$ cat src/rtl/btn_press_classifier.sv
// ---------------------------------------------------------------------------
// btn_press_classifier
//
// Classifies a debounced push-button level into short, double, long and
// auto-repeat press events. One FSM and one 8-bit tick counter run on a
// 200 Hz tick clock. Every event output is a registered one-cycle pulse.
//
// Counting convention: cnt is cleared on entry to a state. Each later sample
// taken in that state with the "continuing" level advances it. A timeout
// fires on the sample that sees cnt == TICKS-1, so a state times out on its
// TICKS-th sample after the entry edge.
//
// Parameters
//   LONG_TICKS    hold length (ticks) that makes a press long     (2..255)
//   DBL_GAP_TICKS longest release gap (ticks) for a double press  (2..255)
//   REPEAT_TICKS  auto-repeat period (ticks) after a long press   (2..255)
//
// Ports
//   clk_5ms       in   200 Hz tick clock, rising edge active
//   rst           in   asynchronous, active-high reset
//   btn_deb       in   debounced button level, 1 = pressed
//   short_press   out  one-cycle pulse: single short press
//   double_press  out  one-cycle pulse: double press
//   long_press    out  one-cycle pulse: hold reached LONG_TICKS
//   repeat_press  out  one-cycle pulse every REPEAT_TICKS after long_press
//   state_dbg     out  registered FSM state (IDLE=0 PRESS1=1 WAIT2=2
//                      PRESS2=3 HOLD=4)
// ---------------------------------------------------------------------------
module btn_press_classifier #(
  parameter int LONG_TICKS    = 200,
  parameter int DBL_GAP_TICKS = 60,
  parameter int REPEAT_TICKS  = 40
) (
  input  logic       clk_5ms,
  input  logic       rst,
  input  logic       btn_deb,
  output logic       short_press,
  output logic       double_press,
  output logic       long_press,
  output logic       repeat_press,
  output logic [2:0] state_dbg
);

  typedef enum logic [2:0] {
    IDLE   = 3'd0,
    PRESS1 = 3'd1,
    WAIT2  = 3'd2,
    PRESS2 = 3'd3,
    HOLD   = 3'd4
  } state_t;

  // Terminal counts. All are at most 254, so no increment path can wrap.
  localparam logic [7:0] LONG_LAST   = 8'(LONG_TICKS - 1);
  localparam logic [7:0] GAP_LAST    = 8'(DBL_GAP_TICKS - 1);
  localparam logic [7:0] REPEAT_LAST = 8'(REPEAT_TICKS - 1);

  state_t     state;
  logic [7:0] cnt;

  // The state register is itself the debug output.
  assign state_dbg = state;

  // Press classifier FSM, tick counter and registered event pulses.
  always_ff @(posedge clk_5ms or posedge rst) begin
    if (rst) begin
      state        <= IDLE;
      cnt          <= 8'd0;
      short_press  <= 1'b0;
      double_press <= 1'b0;
      long_press   <= 1'b0;
      repeat_press <= 1'b0;
    end else begin
      // Each pulse is raised for exactly one cycle. At most one branch
      // below sets a pulse, so at most one pulse is high in any cycle.
      short_press  <= 1'b0;
      double_press <= 1'b0;
      long_press   <= 1'b0;
      repeat_press <= 1'b0;

      case (state)
        IDLE: begin
          if (btn_deb) begin
            state <= PRESS1;
            cnt   <= 8'd0;
          end else begin
            state <= IDLE;
          end
        end

        PRESS1: begin
          if (btn_deb) begin
            if (cnt == LONG_LAST) begin
              long_press <= 1'b1;
              state      <= HOLD;
              cnt        <= 8'd0;
            end else begin
              cnt <= cnt + 8'd1;
            end
          end else begin
            state <= WAIT2;
            cnt   <= 8'd0;
          end
        end

        WAIT2: begin
          // A new press wins over the gap timeout, even on the last gap tick.
          if (btn_deb) begin
            state <= PRESS2;
            cnt   <= 8'd0;
          end else if (cnt == GAP_LAST) begin
            short_press <= 1'b1;
            state       <= IDLE;
            cnt         <= 8'd0;
          end else begin
            cnt <= cnt + 8'd1;
          end
        end

        PRESS2: begin
          // The second press of a double has no time limit. cnt stays at 0.
          cnt <= 8'd0;
          if (btn_deb) begin
            state <= PRESS2;
          end else begin
            double_press <= 1'b1;
            state        <= IDLE;
          end
        end

        HOLD: begin
          if (btn_deb) begin
            if (cnt == REPEAT_LAST) begin
              repeat_press <= 1'b1;
              cnt          <= 8'd0;
            end else begin
              cnt <= cnt + 8'd1;
            end
          end else begin
            state <= IDLE;
            cnt   <= 8'd0;
          end
        end

        default: begin
          // Encodings 5..7 are unreachable. Recover quietly to IDLE.
          state <= IDLE;
          cnt   <= 8'd0;
        end
      endcase
    end
  end

endmodule

$ cat config.mk
export PLATFORM = sky130hd
export DESIGN_NAME = btn_press_classifier
export DESIGN_NICKNAME = d
export VERILOG_FILES = /design/src/rtl/btn_press_classifier.sv
export SDC_FILE = /design/constraint.sdc
export NUM_CORES = 1
export LEC_CHECK = 0
export CORE_MARGIN = 10
export CORE_UTILIZATION = 55
export DETAILED_ROUTE_END_ITERATION = 8
export PLACE_DENSITY = 0.78
export SYNTH_ARGS = -nofsm -noshare
export SYNTH_HDL_FRONTEND = slang
export SYNTH_SLANG_ARGS = --single-unit
$ cat constraint.sdc
create_clock -name clk_5ms -period 4.85 [get_ports clk_5ms]
set_input_delay 0.97 -clock clk_5ms [delete_from_list [all_inputs] [get_ports clk_5ms]]
set_output_delay 0.97 -clock clk_5ms [all_outputs]
set_load 0.01 [all_outputs]
==> run_results.csv, run 1 <==
group,metric,value,unit
min_path,worstHoldPathCells,1,
die,initial_core_util,58.5,%
synth,synth_top_cell_by_area,"dfrtp_1",
die,dieArea,3630,um^2
synth,synth_most_common_cell,"dfrtp_1",
timing,slew_viol_final,0,
worst_setup_path,crit_type,"in2reg",
pwr,p_leak,0.427,nW
synth,yosys-top-cells-area,"dfrtp_1 42%, a21oi_1 4.5%, nand2_1 2.9%",
grt,grt_pass1_vias,621,
timing,finalSetupViolCount,0,
worst_setup_path,start_kind,"input port",
worst_setup_path,critPathArrivalTime,2.82,ns
routing,routed_wirelength,1.74,mm
grt,grt_max_degree,16,
synth,ys_seq_elements,15,
synth,yosysWarnings,0,
die,core,1520,um^2
pwr,pwr_density_cell,299,nW/um^2
cts,clk_pin_slew,0.09,ns
timing,fin_crit_sh,53.7,%
final_layout,final_cell_count_no_fill,116,
routing,drc,0,
timing,hold_viol_final,0,
pwr,finalPower,0.299,mW
grt,overflow,0,
status,status,"finished, final reports clean",
worst_setup_path,cp-end-kind,"flop",
cts,cts_max_level,1,
timing,finClkSkew,0.000721,ns
timing,period_needed,2.60,ns
cts,cts.sinks,15,
timing,fmax,384,MHz
final_layout,antenna_cells,0,
final_layout,area_growth,11.9,%
pwr,vdd_ir_drop_max,0.172,mV
placement,dp_hpwl,1.30,mm
timing,tns,0,ns
synth,synth_common_cells,"15 x dfrtp_1, 8 x a21oi_1, 7 x nand2_1",
cts,cts_made_buffers,3,
cts,cts-resized-gates,0,
cts,postCtsSetupRepairBufs,0,
synth,synth_top_area_share,42.1,%
timing,rsz0062_at_grt,"no",
cts,cts.path.max_buffers,2,
worst_setup_path,path_max_fanout,11,
die,std_cell_rows,14,
synth,synth_top_flop_cell,"dfrtp_1",
die,die_x,60.3,um
cts,worstSkewPairLatency,0.29,ns
grt,grt_use_total,9.88,%
synth,syn_inst,91,
timing,worstMarginPinSlew,0.689,ns
die,top_level_ports,10,
synth,synth_area,892,um^2
routing,antenna_left,0,
worst_setup_path,critPathRequiredTime,5.06,ns
timing,relSlewSlack,53.7,%
synth,ys_seq_area_share,42.1,%
routing,viasPerCell,5.97,
synth,synth_fp_nets,96,
cts,cts_tree,"yes",
die,die_h,60.3,um
routing,vias,692,
final_layout,drive_gt1_share,10.0,%
cts,hold_buffers,0,
min_path,worstHoldPathType,"reg2reg",
synth,synth_cell_types,41,
worst_setup_path,reg2regPathDepth,5,
placement,place_inst,112,
grt,grt_pass1_wl,2.88,mm
routing,drt_iter0_drc,21,
synth,avgSynthCellArea,9.80,um^2
routing,wl_per_cell,15.0,um
run,maxCapViolCount,0,
placement,port_buffers,9,
placement,gp_congestion,0.905,
cts,root_buffer,"clkbuf_4",
routing,dr.pass1.iters,4,
final_layout,nNetsFinal,106,
synth,async_flop_share,100,%
grt,antenna_found_initial,0,
synth,synth-edff-count,0,
[routing by layer]
layer / GRT usage, % / up-vias / wire length (um)
met2: 13.7 / 20 / 788
met1: 13.8 / 319 / 855
met3: 2.75 / 2 / 84
li1: - / 351 / -
met5: 0 / - / 0
met4: 4.17 / 0 / 7
[state kept, by name, summed over array words and instances (netlist names)]
register,flops
repeat_press,1
double_press,1
short_press,1
state_dbg,3
cnt,8
long_press,1
[per-stage QoR]
| step | setup slack [ns] | hold slack, ns | util (%) | cell area [um^2] |
|---|---|---|---|---|
| after floorplan | 2.63 | 0.502 | - | 892 |
| after global placement | 2.00 | 0.531 | 63.7 | 971 |
| after detailed placement | 1.95 | 0.559 | 63.7 | 971 |
| after CTS | 2.25 | 0.581 | 65.5 | 998 |
| after global routing | 2.18 | 0.597 | 65.5 | 998 |
| final | 2.25 | 0.568 | 65.5 | 998 |
[cell usage in the layout, fill, tap and decap left out, types with 2 or more instances in the layout]
| cell type | count |
|---|---|
| a21oi_1 | 8 |
| nand2b_1 | 2 |
| a2bb2oi_1 | 2 |
| and3_1 | 3 |
| ha_1 | 2 |
| xor2_1 | 2 |
| clkbuf_4 | 3 |
| nand2_1 | 7 |
| and4_1 | 2 |
| nor2b_1 | 4 |
| clkdlybuf4s50_1 | 9 |
| nor3_1 | 2 |
| nand3_1 | 2 |
| inv_1 | 5 |
| dfrtp_1 | 15 |
| o21ai_0 | 2 |
| nor2_1 | 6 |
[kinds of logic after synthesis]
group                    count (synthesis)  share of synthesized area (%)
adder cells (fa/ha/maj)                  2                           2.80
XOR/XNOR                                 3                           2.95
flip-flops                              15                           42.1
buffers and inverters                    9                           5.61
multiplexers                             1                           1.12
AND/OR/NAND/NOR                         41                           29.5
AO/OA/AOI/OAI                           20                           16.0
[critical path, stage by stage]
cell and delay [ns]:
clkdlybuf4s50_1 0.68, or4bb_1 0.58, a21oi_1 0.23, nor3_2 0.12, a211oi_2 0.22
[cell type report]
type / count / area (um^2)
Sequential cell: 15 / 375
Clock inverter: 1 / 5.00
Tap cell: 16 / 20.0
Timing Repair Buffer: 9 / 90.1
Inverter: 5 / 18.8
Multi-Input combinational cell: 67 / 467
Clock buffer: 3 / 22.5
Fill cell: 120 / 526
[report_power, final]
group	switching, mW	total [mW]	internal (mW)
clock	0.0423	0.0730	0.0307
sequential	0.0199	0.155	0.135
combinational	0.0361	0.0711	0.0351
[path summary, 6_finish.rpt]
check / slack, ns / endpoint / from
setup reg to reg: 3.05 / cnt[0]$_DFFE_PP0P_ / cnt[0]$_DFFE_PP0P_
min in group asynchronous: 1.02 / cnt[0]$_DFFE_PP0P_ / rst
max in group asynchronous: 3.48 / state_dbg[0]$_DFFE_PP0P_ / rst
hold / removal: 0.57 / cnt[0]$_DFFE_PP0P_ / cnt[0]$_DFFE_PP0P_
hold reg to reg: 0.57 / cnt[0]$_DFFE_PP0P_ / cnt[0]$_DFFE_PP0P_
setup / recovery: 2.25 / cnt[6]$_DFFE_PP0P_ / btn_deb
No activity file was read; power rests on OpenSTA's default activity.
==> run 2: changes to the inputs <==
- CORE_UTILIZATION: 55 -> 48
- PLACE_DENSITY: 0.78 -> 0.72
- clock period: 4.85 -> 2.15 ns (I/O delays scaled with it)
==> run_results.csv, run 2 (synthesis results as in run 1) <==
group,metric,value,unit
status,status,"finished, final reports clean",
run,maxCapViolCount,0,
placement,gp_congestion,0.805,
grt,grt_max_degree,16,
pwr,p_leak,0.441,nW
placement,placedInstanceArea,1000,um^2
final_layout,fin_area,1030,um^2
die,initial_core_util,51.1,%
worst_setup_path,path_cells,"clkdlybuf4s50_1",
cts,cts_made_buffers,3,
worst_setup_path,r2r-end,"cnt[6]$_DFFE_PP0P_",
routing,drt_iter0_drc,31,
grt,grt_pass1_wl,3.26,mm
grt,grt_use_total,9.80,%
timing,whs,0.508,ns
final_layout,antenna_cells,0,
worst_setup_path,crit_type,"reg2out",
timing,slew_viol_final,0,
worst_setup_path,worstReg2RegStart,"cnt[0]$_DFFE_PP0P_",
timing,worstMarginPinSlew,0.608,ns
placement,dp_hpwl,1.36,mm
worst_setup_path,r2r_slack,0.33,ns
worst_setup_path,cp-end-kind,"primary output",
cts,cts-resized-gates,0,
routing,viasPerCell,5.48,
final_layout,largest_reg_flops,8,
routing,wl_per_cell,14.4,um
cts,worstSkewPairLatency,0.28,ns
worst_setup_path,reg2regPathDepth,5,
routing,routed_wirelength,1.84,mm
timing,rsz0062_at_grt,"no",
cts,cts.sinks,15,
pwr,pwr_density_cell,656,nW/um^2
final_layout,final_common_cell,"dfrtp_1",
cts,hold_buffers,0,
final_layout,finalCoreUtilization,59.1,%
cts,root_buffer,"clkbuf_4",
routing,antenna_left,0,
grt,overflow,0,
die,top_level_ports,10,
worst_setup_path,critPathArrivalTime,1.49,ns
min_path,worstHoldPathType,"in2async",
placement,port_buffers,9,
routing,vias,701,
worst_setup_path,crit_path_max_incr_delay,0.62,ns
final_layout,drive_gt1_share,12.6,%
die,die_h,63.1,um
cts,cts_tree,"yes",
timing,finalSetupViolCount,0,
grt,antenna_found_initial,0,
worst_setup_path,path_max_fanout,13,
worst_setup_path,slowest_stage,"clkdlybuf4s50_1",
final_layout,largest-register,"cnt",
worst_setup_path,cp_top_family,"buffers and inverters",
final_layout,area_growth,15.7,%
die,std_cell_rows,15,
worst_setup_path,cp_num_buf_inv,1,
cts,cts_max_level,1,
grt,grt_pass1_vias,678,
cts,cts.path.max_buffers,2,
worst_setup_path,critPathRequiredTime,1.72,ns
timing,fin_crit_sh,89.2,%
routing,dr.pass1.iters,6,
pwr,vdd_ir_drop_max,0.351,mV
die,dieArea,3980,um^2
die,core,1750,um^2
routing,drc,0,
final_layout,final_cell_mix,"15 x dfrtp_1, 9 x clkdlybuf4s50_1, 8 x a21oi_1, 7 x nand2_1, 6 x nor2_1",
timing,relSlewSlack,59.4,%
cts,postCtsSetupRepairBufs,0,
timing,finClkSkew,0.00188,ns
timing,hold_viol_final,0,
die,die_x,63.1,um
timing,fmax,522,MHz
cts,clk_pin_slew,0.09,ns
worst_setup_path,start_kind,"flop",
final_layout,nNetsFinal,109,
timing,period_needed,1.92,ns
==> run 2: cell count changes in the layout (fill, tap and decap cells not counted) <==
cell,before,now
buf_4,0,3
==> run 2: final cells by class <==
| type | instances | area (um^2) |
|---|---|---|
| Fill cell | 158 | 713 |
| Multi-Input combinational cell | 67 | 467 |
| Sequential cell | 15 | 375 |
| Timing Repair Buffer | 12 | 113 |
| Tap cell | 25 | 31.3 |
| Clock buffer | 3 | 22.5 |
| Inverter | 5 | 18.8 |
| Clock inverter | 1 | 5.00 |
==> run 2: per-layer routing <==
metal | up-vias | global-route usage (%) | part of all wire (%)
met5 | - | 0 | 0
met4 | 0 | 3.35 | 0.65
met3 | 2 | 3.53 | 5.9
met2 | 15 | 13.1 | 42
met1 | 329 | 13.9 | 51
li1 | 355 | - | -
==> run 2: how the worst max path moves through the flow <==
stage / endpoint / start / slack [ns] / depth (start not counted)
after CTS: state_dbg[2] / state_dbg[2]$_DFFE_PP0P_ / 0.23 / 1
final: state_dbg[2] / state_dbg[2]$_DFFE_PP0P_ / 0.23 / 1
after floorplan: cnt[6]$_DFFE_PP0P_ / state_dbg[2]$_DFFE_PP0P_ / 0.47 / 5
after global placement: cnt[6]$_DFFE_PP0P_ / btn_deb / 0.05 / 5
after global routing: cnt[6]$_DFFE_PP0P_ / btn_deb / 0.16 / 6
after detailed placement: cnt[6]$_DFFE_PP0P_ / btn_deb / -0.03 / 5
==> run 2: power breakdown <==
part	internal [mW]	leakage [nW]	switching [mW]
Combinational	0.0844	0.220	0.0835
Clock	0.0690	0.0177	0.0924
Sequential	0.304	0.203	0.0439
Total	0.458	0.441	0.220
==> run 2: metrics by stage <==
step | total power, mW | setup TNS (ns) | setup slack, ns | instances
floorplan | 0.465 | 0 | 0.471 | 91
global placement | 0.515 | 0 | 0.0538 | 124
detailed placement | 0.519 | -0.0252 | -0.0252 | 124
CTS | 0.682 | 0 | 0.233 | 128
global route | 0.720 | 0 | 0.160 | 128
finish | 0.678 | 0 | 0.233 | 128
==> run 3: changes to the inputs <==
- CAP_MARGIN: default -> 25
==> results of run 3 <==
Same layout as run 2: the final DEF is identical, and so are final timing and power.
